<file path="src/rtl/serial_deser_pkg.sv">
// Shared types and helpers for the serial deserializer.
// The PARITY state is only reachable when SERIAL_DESER_PARITY_EN is defined.
package serial_deser_pkg;

  typedef enum logic [1:0] {
    IDLE   = 2'd0,
    SHIFT  = 2'd1,
    PARITY = 2'd2
  } deser_state_e;

  localparam int DESER_MAX_WIDTH = 32;

  // Counter must be able to hold WIDTH itself, hence WIDTH+1.
  function automatic int bit_cnt_width(input int width);
    return $clog2(width + 1);
  endfunction

endpackage

</file>
<file path="src/rtl/deser_out_reg.sv">
// Output holding register with valid/ready handshake; a load that arrives
// while a word is still held and not being consumed is dropped and flagged.
module deser_out_reg #(
  parameter int WIDTH = 8
) (
  input  logic             clk,
  input  logic             rst,
  input  logic             load_i,
  input  logic [WIDTH-1:0] data_i,
  input  logic             ready_i,
  output logic [WIDTH-1:0] data_o,
  output logic             valid_o,
  output logic             overflow_o
);

  logic [WIDTH-1:0] data_q, data_d;
  logic             valid_q, valid_d;
  logic             overflow_q, overflow_d;

  always_ff @(posedge clk or posedge rst) begin
    if (rst) begin
      data_q     <= '0;
      valid_q    <= 1'b0;
      overflow_q <= 1'b0;
    end else begin
      data_q     <= data_d;
      valid_q    <= valid_d;
      overflow_q <= overflow_d;
    end
  end

  // A consume and a load in the same cycle replace the word with no bubble.
  always_comb begin
    data_d     = data_q;
    valid_d    = valid_q;
    overflow_d = overflow_q;
    if (valid_q && ready_i) begin
      valid_d = 1'b0;
    end
    if (load_i) begin
      if (!valid_q || ready_i) begin
        data_d  = data_i;
        valid_d = 1'b1;
      end else begin
        overflow_d = 1'b1;
      end
    end
  end

  assign data_o     = data_q;
  assign valid_o    = valid_q;
  assign overflow_o = overflow_q;

endmodule

</file>
<file path="src/rtl/serial_deserializer.sv">
// Serial-to-parallel deserializer with valid/ready output and sticky overflow.
// Define SERIAL_DESER_PARITY_EN to expect an even-parity bit after each word.
module serial_deserializer
  import serial_deser_pkg::*;
#(
  parameter int WIDTH     = 8,
  parameter bit MSB_FIRST = 1'b1
) (
  input  logic                               clk,
  input  logic                               rst,
  input  logic                               d,
  input  logic                               d_valid,
  input  logic                               start,
  output logic [WIDTH-1:0]                   dout,
  output logic                               dout_valid,
  input  logic                               dout_ready,
  output logic                               busy,
  output logic [bit_cnt_width(WIDTH)-1:0]    bit_cnt,
  output logic                               overflow
`ifdef SERIAL_DESER_PARITY_EN
  ,
  output logic                               parity_err
`endif
);

  localparam int             CW       = bit_cnt_width(WIDTH);
  localparam logic [CW-1:0]  LAST_CNT = CW'(WIDTH - 1);

  if (WIDTH < 2 || WIDTH > DESER_MAX_WIDTH) begin : g_bad_width
    $error("serial_deserializer: WIDTH out of range");
  end

  deser_state_e     state_q, state_d;
  logic [CW-1:0]    bitCnt_q, bitCnt_d;
  logic [WIDTH-1:0] shiftReg_q, shiftReg_d;
  logic [WIDTH-1:0] shifted;
  logic             loadWord;

  always_ff @(posedge clk or posedge rst) begin
    if (rst) begin
      state_q    <= IDLE;
      bitCnt_q   <= '0;
      shiftReg_q <= '0;
    end else begin
      state_q    <= state_d;
      bitCnt_q   <= bitCnt_d;
      shiftReg_q <= shiftReg_d;
    end
  end

  // Stale bits left from an aborted frame are pushed out by the next WIDTH shifts.
  assign shifted = MSB_FIRST ? {shiftReg_q[WIDTH-2:0], d} : {d, shiftReg_q[WIDTH-1:1]};

  always_comb begin
    state_d    = state_q;
    bitCnt_d   = bitCnt_q;
    shiftReg_d = shiftReg_q;
    loadWord   = 1'b0;
    case (state_q)
      IDLE: begin
        if (d_valid && start) begin
          state_d    = SHIFT;
          bitCnt_d   = CW'(1);
          shiftReg_d = shifted;
        end
      end
      SHIFT: begin
        if (d_valid) begin
          shiftReg_d = shifted;
          if (start) begin
            bitCnt_d = CW'(1);
          end else if (bitCnt_q == LAST_CNT) begin
            bitCnt_d = '0;
`ifdef SERIAL_DESER_PARITY_EN
            state_d  = PARITY;
`else
            state_d  = IDLE;
            loadWord = 1'b1;
`endif
          end else begin
            bitCnt_d = bitCnt_q + 1'b1;
          end
        end
      end
      PARITY: begin
        if (d_valid) begin
          if (start) begin
            state_d    = SHIFT;
            bitCnt_d   = CW'(1);
            shiftReg_d = shifted;
          end else begin
            state_d  = IDLE;
            loadWord = 1'b1;
          end
        end
      end
      default: begin
        state_d  = IDLE;
        bitCnt_d = '0;
      end
    endcase
  end

`ifdef SERIAL_DESER_PARITY_EN
  // Parity error travels with the word so it updates together with dout_valid.
  logic [WIDTH:0] outData;

  deser_out_reg #(.WIDTH(WIDTH + 1)) u_out_reg (
    .clk        (clk),
    .rst        (rst),
    .load_i     (loadWord),
    .data_i     ({(^shiftReg_q) ^ d, shiftReg_q}),
    .ready_i    (dout_ready),
    .data_o     (outData),
    .valid_o    (dout_valid),
    .overflow_o (overflow)
  );

  assign dout       = outData[WIDTH-1:0];
  assign parity_err = outData[WIDTH];
`else
  deser_out_reg #(.WIDTH(WIDTH)) u_out_reg (
    .clk        (clk),
    .rst        (rst),
    .load_i     (loadWord),
    .data_i     (shifted),
    .ready_i    (dout_ready),
    .data_o     (dout),
    .valid_o    (dout_valid),
    .overflow_o (overflow)
  );
`endif

  assign busy    = (state_q != IDLE);
  assign bit_cnt = bitCnt_q;

endmodule

</file>
<file path="config.mk">
export PLATFORM = sky130hd
export DESIGN_NAME = serial_deserializer
export DESIGN_NICKNAME = d
export VERILOG_FILES = /design/src/rtl/serial_deser_pkg.sv /design/src/rtl/deser_out_reg.sv /design/src/rtl/serial_deserializer.sv
export SDC_FILE = /design/constraint.sdc
export NUM_CORES = 1
export LEC_CHECK = 0
export BUFFER_PORTS_ARGS = -buffer_cell sky130_fd_sc_hd__buf_2
export CAP_MARGIN = 10
export CORE_ASPECT_RATIO = 0.75
export CORE_MARGIN = 2
export CORE_UTILIZATION = 45
export CTS_CLUSTER_SIZE = 8
export DETAILED_ROUTE_END_ITERATION = 8
export PLACE_DENSITY = 0.79
export SYNTH_ARGS = -nofsm -noshare
export SYNTH_HDL_FRONTEND = slang
export SYNTH_SLANG_ARGS = --single-unit
</file>
<file path="constraint.sdc">
create_clock -name clk -period 1.61 [get_ports clk]
set_input_delay 0.4025 -clock clk [delete_from_list [all_inputs] [get_ports clk]]
set_output_delay 0.4025 -clock clk [all_outputs]
set_load 0.1 [all_outputs]
</file>
==> flow_summary.json, run 1 <==
{
  "clock_skew_ps": 10.4,
  "cts_buffer_depth": 2,
  "hold_viol_final": 0,
  "rsz0062_at_grt": "no",
  "crit_fanout": 6,
  "rows": 14,
  "die_y_um": 43.2,
  "yosys_warnings": 0,
  "dr.pass1.iters": 4,
  "pwr-share-clk_pct": 21.1,
  "path_buf_inv": 1,
  "place_congestion": 0.885,
  "fill_cells": 170,
  "synthDistinctLibCells": 22,
  "drive_gt1_share_pct": 58.5,
  "cts.repair.resized": 0,
  "core-area_um2": 1960,
  "syn_nets": 73,
  "initial_utilization_pct": 47.0,
  "routed_via_density": 5.14,
  "hpwlAfterDp_mm": 1.21,
  "fin_setup_tns_ps": 0,
  "ys_seq_area_share_pct": 59.7,
  "dieArea_um2": 2430,
  "vias": 606,
  "period_needed_ps": 1550,
  "hold_path.class": "in -> async",
  "drt_iter0_drc": 7,
  "syn_area_per_cell_um2": 14.0,
  "grt-ovfl-total": 0,
  "start_kind": "flip-flop",
  "p_seq_share_pct": 38.4,
  "peakVddDrop_mv": 1.25,
  "arrival_ps": 1140,
  "switching_share_pct": 42.1,
  "power.switching_mw": 0.832,
  "clock_sinks": 22,
  "synth_area_um2": 922,
  "combPwrFrac_pct": 40.5,
  "fin_crit_sh_pct": 96.1,
  "grt_max_degree": 16,
  "post_cts_buffers": 0,
  "wl_per_cell_um": 13.2,
  "tightest_slew_ps": 487,
  "grtUsageMet2_pct": 25.4,
  "slew_viol_final": 0,
  "met3_usage_pct": 5.18,
  "postCtsHoldBufs": 0,
  "critPathMaxStageDelay_ps": 430,
  "finish.utilization_pct": 62.2,
  "ant_nets": 0,
  "yosys.area.top_type": "dfrtp_1",
  "cts-htree-levels": 1,
  "port_buffers": 20,
  "ios": 21,
  "slew_headroom_pct": 67.8,
  "diodes": 0,
  "antenna_found_initial": 0,
  "cap_violations": 0,
  "drt-total-wl_mm": 1.56,
  "p_leak_nw": 0.605,
  "track_usage_pct": 15.8,
  "cp_slowest_cell": "buf_2",
  "path_class": "reg -> out",
  "cellInternalPower_mw": 1.14,
  "gr-max-usage-layer": "met2",
  "path_clk_slew_ps": 130,
  "path_cells": "buf_2",
  "synth_cells": 66,
  "synth_seq_cells": 22,
  "fin_nets": 102,
  "powerDensity_nw_per_um2": 1620,
  "grt_pass1_vias": 632,
  "cts_inserted_buffers": 3,
  "synth_top_cell_area_share_pct": 59.7,
  "max_freq_mhz": 647,
  "grt_pass1_wl_mm": 2.84,
  "end_kind": "output port",
  "worstPathRequired_ps": 1210,
  "ys_top_cells_by_area": "dfrtp_1 (60%), mux2_2 (18%), nand3b_4 (2.2%)",
  "crit_family": "buffers and inverters",
  "drc": 0,
  "grt_use_met1_pct": 20.4,
  "die_w_um": 56.3,
  "hold_slack_ps": 8.27,
  "worstSkewPairLatency_ps": 310,
  "setup_viol": 0,
  "syn2layout_area_growth_pct": 32.4,
  "cts_root_buf": "clkbuf_4",
  "outcome": "finished, final reports clean",
  "cts_tree": "yes"
}
==> placed cells by master, fill, tap and decap left out, types with 2 or more instances in the layout <==
cell	count
buf_4	4
nand2_1	5
dfrtp_4	3
nand4b_1	2
clkbuf_4	3
dfrtp_1	17
mux2_2	15
buf_12	4
dfrtp_2	2
buf_2	17
inv_1	2
o21ai_0	4
==> per-layer routing <==
| metal | vias to the layer above | routed length, µm |
|---|---|---|
| met1 | 291 | 734 |
| met3 | 2 | 59 |
| met5 | - | 0 |
| met4 | 0 | 19 |
| li1 | 300 | - |
| met2 | 13 | 745 |
==> path summary, 6_finish.rpt <==
path / slack [ps] / end / startpoint / cells after the start
worst min register to register: 470 / u_out_reg.overflow_o / u_out_reg.overflow_o / 1
worst max register to register: 70 / u_out_reg.data_o[1] / bit_cnt[1] / 5
worst min-delay path: 8 / u_out_reg.valid_o / rst / 2
min in group clk: 350 / shiftReg_q[0] / d / 2
max in group asynchronous: 1100 / u_out_reg.data_o[0] / rst / 3
worst max-delay path: 60 / bit_cnt[2] / bit_cnt[2] / 1
==> power groups by stage <==
stage               registers, mW  logic (mW)  clock network, mW
global placement            0.764       0.791                  0
global route                0.779       0.836              0.456
detailed placement          0.773       0.805                  0
floorplan                    1.23       0.159                  0
CTS                         0.760       0.807              0.433
finish                      0.759       0.800              0.417
==> registers in the layout, indices dropped and copies added (netlist names) <==
name / cells
bit_cnt: 4
shiftReg_q: 7
state_q: 1
u_out_reg.data_o: 8
u_out_reg.overflow_o: 1
u_out_reg.valid_o: 1
==> Yosys cell counts <==
| library cell | number |
|---|---|
| dfrtp_1 | 22 |
| nand4b_1 | 2 |
| nand2_1 | 5 |
| ha_1 | 1 |
| nand3_1 | 1 |
| a21oi_1 | 1 |
| or2_2 | 1 |
| and3b_2 | 1 |
| nor2_1 | 1 |
| o21ai_0 | 4 |
| a22o_1 | 1 |
| nand3b_4 | 1 |
| inv_1 | 2 |
| o31ai_1 | 1 |
| buf_2 | 1 |
| a41oi_1 | 1 |
| a21o_1 | 1 |
| mux2_2 | 15 |
| o21ai_2 | 1 |
| nor3_4 | 1 |
| nand3b_1 | 1 |
| nor2b_1 | 1 |
==> stage by stage <==
step                total power, mW  instances  area (µm²)  setup slack (ps)
finish                         1.98        118        1220              63.4
global route                   2.07        118        1220              3.16
CTS                            2.00        118        1220              40.0
detailed placement             1.58        114        1170              59.9
global placement               1.56        114        1170               103
floorplan                      1.38         66         948              -222
==> layout make-up <==
type | instances | area [µm²] | area share, %
Sequential cell | 22 | 564 | 46.2
Multi-Input combinational cell | 41 | 372 | 30.4
Timing Repair Buffer | 25 | 195 | 16.0
Clock inverter | 1 | 30.0 | 2.46
Tap cell | 24 | 30.0 | 2.46
Clock buffer | 3 | 22.5 | 1.84
Inverter | 2 | 7.51 | 0.615
==> logic make-up (layout without fill, tap and decap cells) <==
family,after synthesis,after routing,share of synthesized area [%]
flops,22,22,59.7
simple gates,15,15,12.1
fa+ha+maj,1,1,1.36
buf+inv,3,31,1.36
compound gates,10,10,7.19
mux,15,15,18.3
Power figures use the tool's default switching activity.
==> inputs of run 2 (changes only) <==
- SETUP_SLACK_MARGIN: not set -> 0.2
==> run 2 against run 1 <==
Effect of this change: clock power down 28%; via count is 13% higher; hold slack gained 91 ps; critical path depth is 4 higher.
==> flow_summary.json, run 2 (synthesized netlist as in run 1, its figures left out) <==
{
  "outcome": "finished, final reports clean",
  "end_kind": "flip-flop",
  "switching_share_pct": 42.7,
  "grt_pass1_vias": 691,
  "period_needed_ps": 1530,
  "crit_fanout": 8,
  "initial_utilization_pct": 47.0,
  "cts_inserted_buffers": 3,
  "cts_tree": "yes",
  "drt_iter0_drc": 15,
  "routed_via_density": 5.37,
  "grt_pass1_wl_mm": 3.31,
  "slew_headroom_pct": 77.3,
  "clock_sinks": 22,
  "dieArea_um2": 2430,
  "cap_violations": 0,
  "core-area_um2": 1960,
  "tightest_slew_ps": 340,
  "ant_nets": 0,
  "cp_slowest_cell": "dfrtp_4",
  "hold_viol_final": 0,
  "hold_slack_ps": 99.5,
  "power.switching_mw": 0.888,
  "port_buffers": 20,
  "hold_path.class": "in -> async",
  "ios": 21,
  "track_usage_pct": 18.4,
  "fin_crit_sh_pct": 95.2,
  "p_seq_share_pct": 38.1,
  "crit_family": "flip-flops",
  "final_common_cell": "dfrtp_1",
  "postCtsHoldBufs": 0,
  "cts-htree-levels": 1,
  "slew_viol_final": 0,
  "finalPower_mw": 2.08,
  "arrival_ps": 1740,
  "syn2layout_area_growth_pct": 54.1,
  "grt-ovfl-total": 0,
  "place_congestion": 0.893,
  "path_clk_slew_ps": 110,
  "clock_skew_ps": 1.47,
  "critPathMaxStageDelay_ps": 450,
  "die_y_um": 43.2,
  "rows": 14,
  "instances_no_fill": 127,
  "path_cells": "ha_4, nand3b_1, nor3_4, buf_6, mux2_4",
  "cellInternalPower_mw": 1.19,
  "cts_buffer_depth": 2,
  "drc": 0,
  "pwr-share-clk_pct": 14.4,
  "worstSkewPairLatency_ps": 310,
  "antenna_found_initial": 0,
  "finish.utilization_pct": 72.4,
  "largest_reg_flops": 8,
  "drive_gt1_share_pct": 64.1,
  "dr.pass1.iters": 3,
  "p_leak_nw": 0.691,
  "fin_setup_tns_ps": 0,
  "setup_viol": 0,
  "max_freq_mhz": 652,
  "final_cell_mix": "dfrtp_1 (16), mux2_4 (15), buf_6 (13)",
  "worstPathRequired_ps": 1810,
  "path_buf_inv": 1,
  "drt-total-wl_mm": 2.06,
  "cts_root_buf": "clkbuf_4",
  "rsz0062_at_grt": "yes",
  "powerDensity_nw_per_um2": 1460,
  "fin_nets": 111,
  "die_w_um": 56.3,
  "grt_max_degree": 23,
  "start_kind": "flip-flop",
  "hpwlAfterDp_mm": 1.35,
  "diodes": 0,
  "combPwrFrac_pct": 47.5,
  "place_inst": 116,
  "vias": 682,
  "wl_per_cell_um": 16.2,
  "path_class": "reg -> reg",
  "peakVddDrop_mv": 1.18
}
[run 2: changes by cell type in the layout (fill, tap and decap cells not counted), moves of 8 or more]
cell,previous run,this run
mux2_2,15,0
buf_6,0,13
mux2_4,0,15
buf_4,4,12
buf_2,17,5
[run 2: final timing paths]
check	from	endpoint	slack (ps)	depth (start not counted)
hold reg to reg	u_out_reg.overflow_o	u_out_reg.overflow_o	490	1
setup / recovery	bit_cnt[0]	u_out_reg.data_o[0]	80	5
setup reg to reg	bit_cnt[0]	u_out_reg.data_o[0]	80	5
hold / removal	rst	u_out_reg.data_o[5]	100	3
max in group asynchronous	rst	state_q[0]	1280	3
min in group clk	d	shiftReg_q[0]	370	2
[run 2: per-layer routing]
layer	track usage (%)	part of all wire, %	vias up
met2	26.8	48	17
met3	7.01	5.0	6
li1	-	-	312
met4	7.62	1.8	0
met1	24.9	45	347
met5	0	0	-
[run 2: stage by stage]
step	cell area, µm²	setup slack (ps)
finish	1420	76.8
global route	1420	41.3
CTS	1340	87.1
detailed placement	1210	62.2
global placement	1210	93.7
floorplan	990	-222
[run 2: area by class of cell]
class	count	area, µm²
sequential	22	566
fill	136	541
multi-input combinational	41	440
timing repair buffer	34	342
clock buffer	4	36.3
tap	24	30.0
inverter	2	7.51
[run 2: worst min-delay path: stages]
cell and delay (ps):
buf_2 90, inv_1 40, buf_4 270
[run 2: repair_timing]
| item | 4_1_cts | 5_1_grt |
|---|---|---|
| buffers inserted | 5 | 2 |
| setup endpoints to repair | 24 | 29 |
| pin swaps | 2 | 3 |
| resized for setup | 21 | 14 |
[run 2: power by group through the flow]
stage / registers [mW] / logic [mW] / clock network (mW)
2_1_floorplan: 1.23 / 0.197 / 0
3_3_place_gp: 0.775 / 0.834 / 0
3_5_place_dp: 0.782 / 0.848 / 0
4_1_cts: 0.778 / 0.931 / 0.305
5_1_grt: 0.807 / 1.02 / 0.337
6_report: 0.792 / 0.988 / 0.300
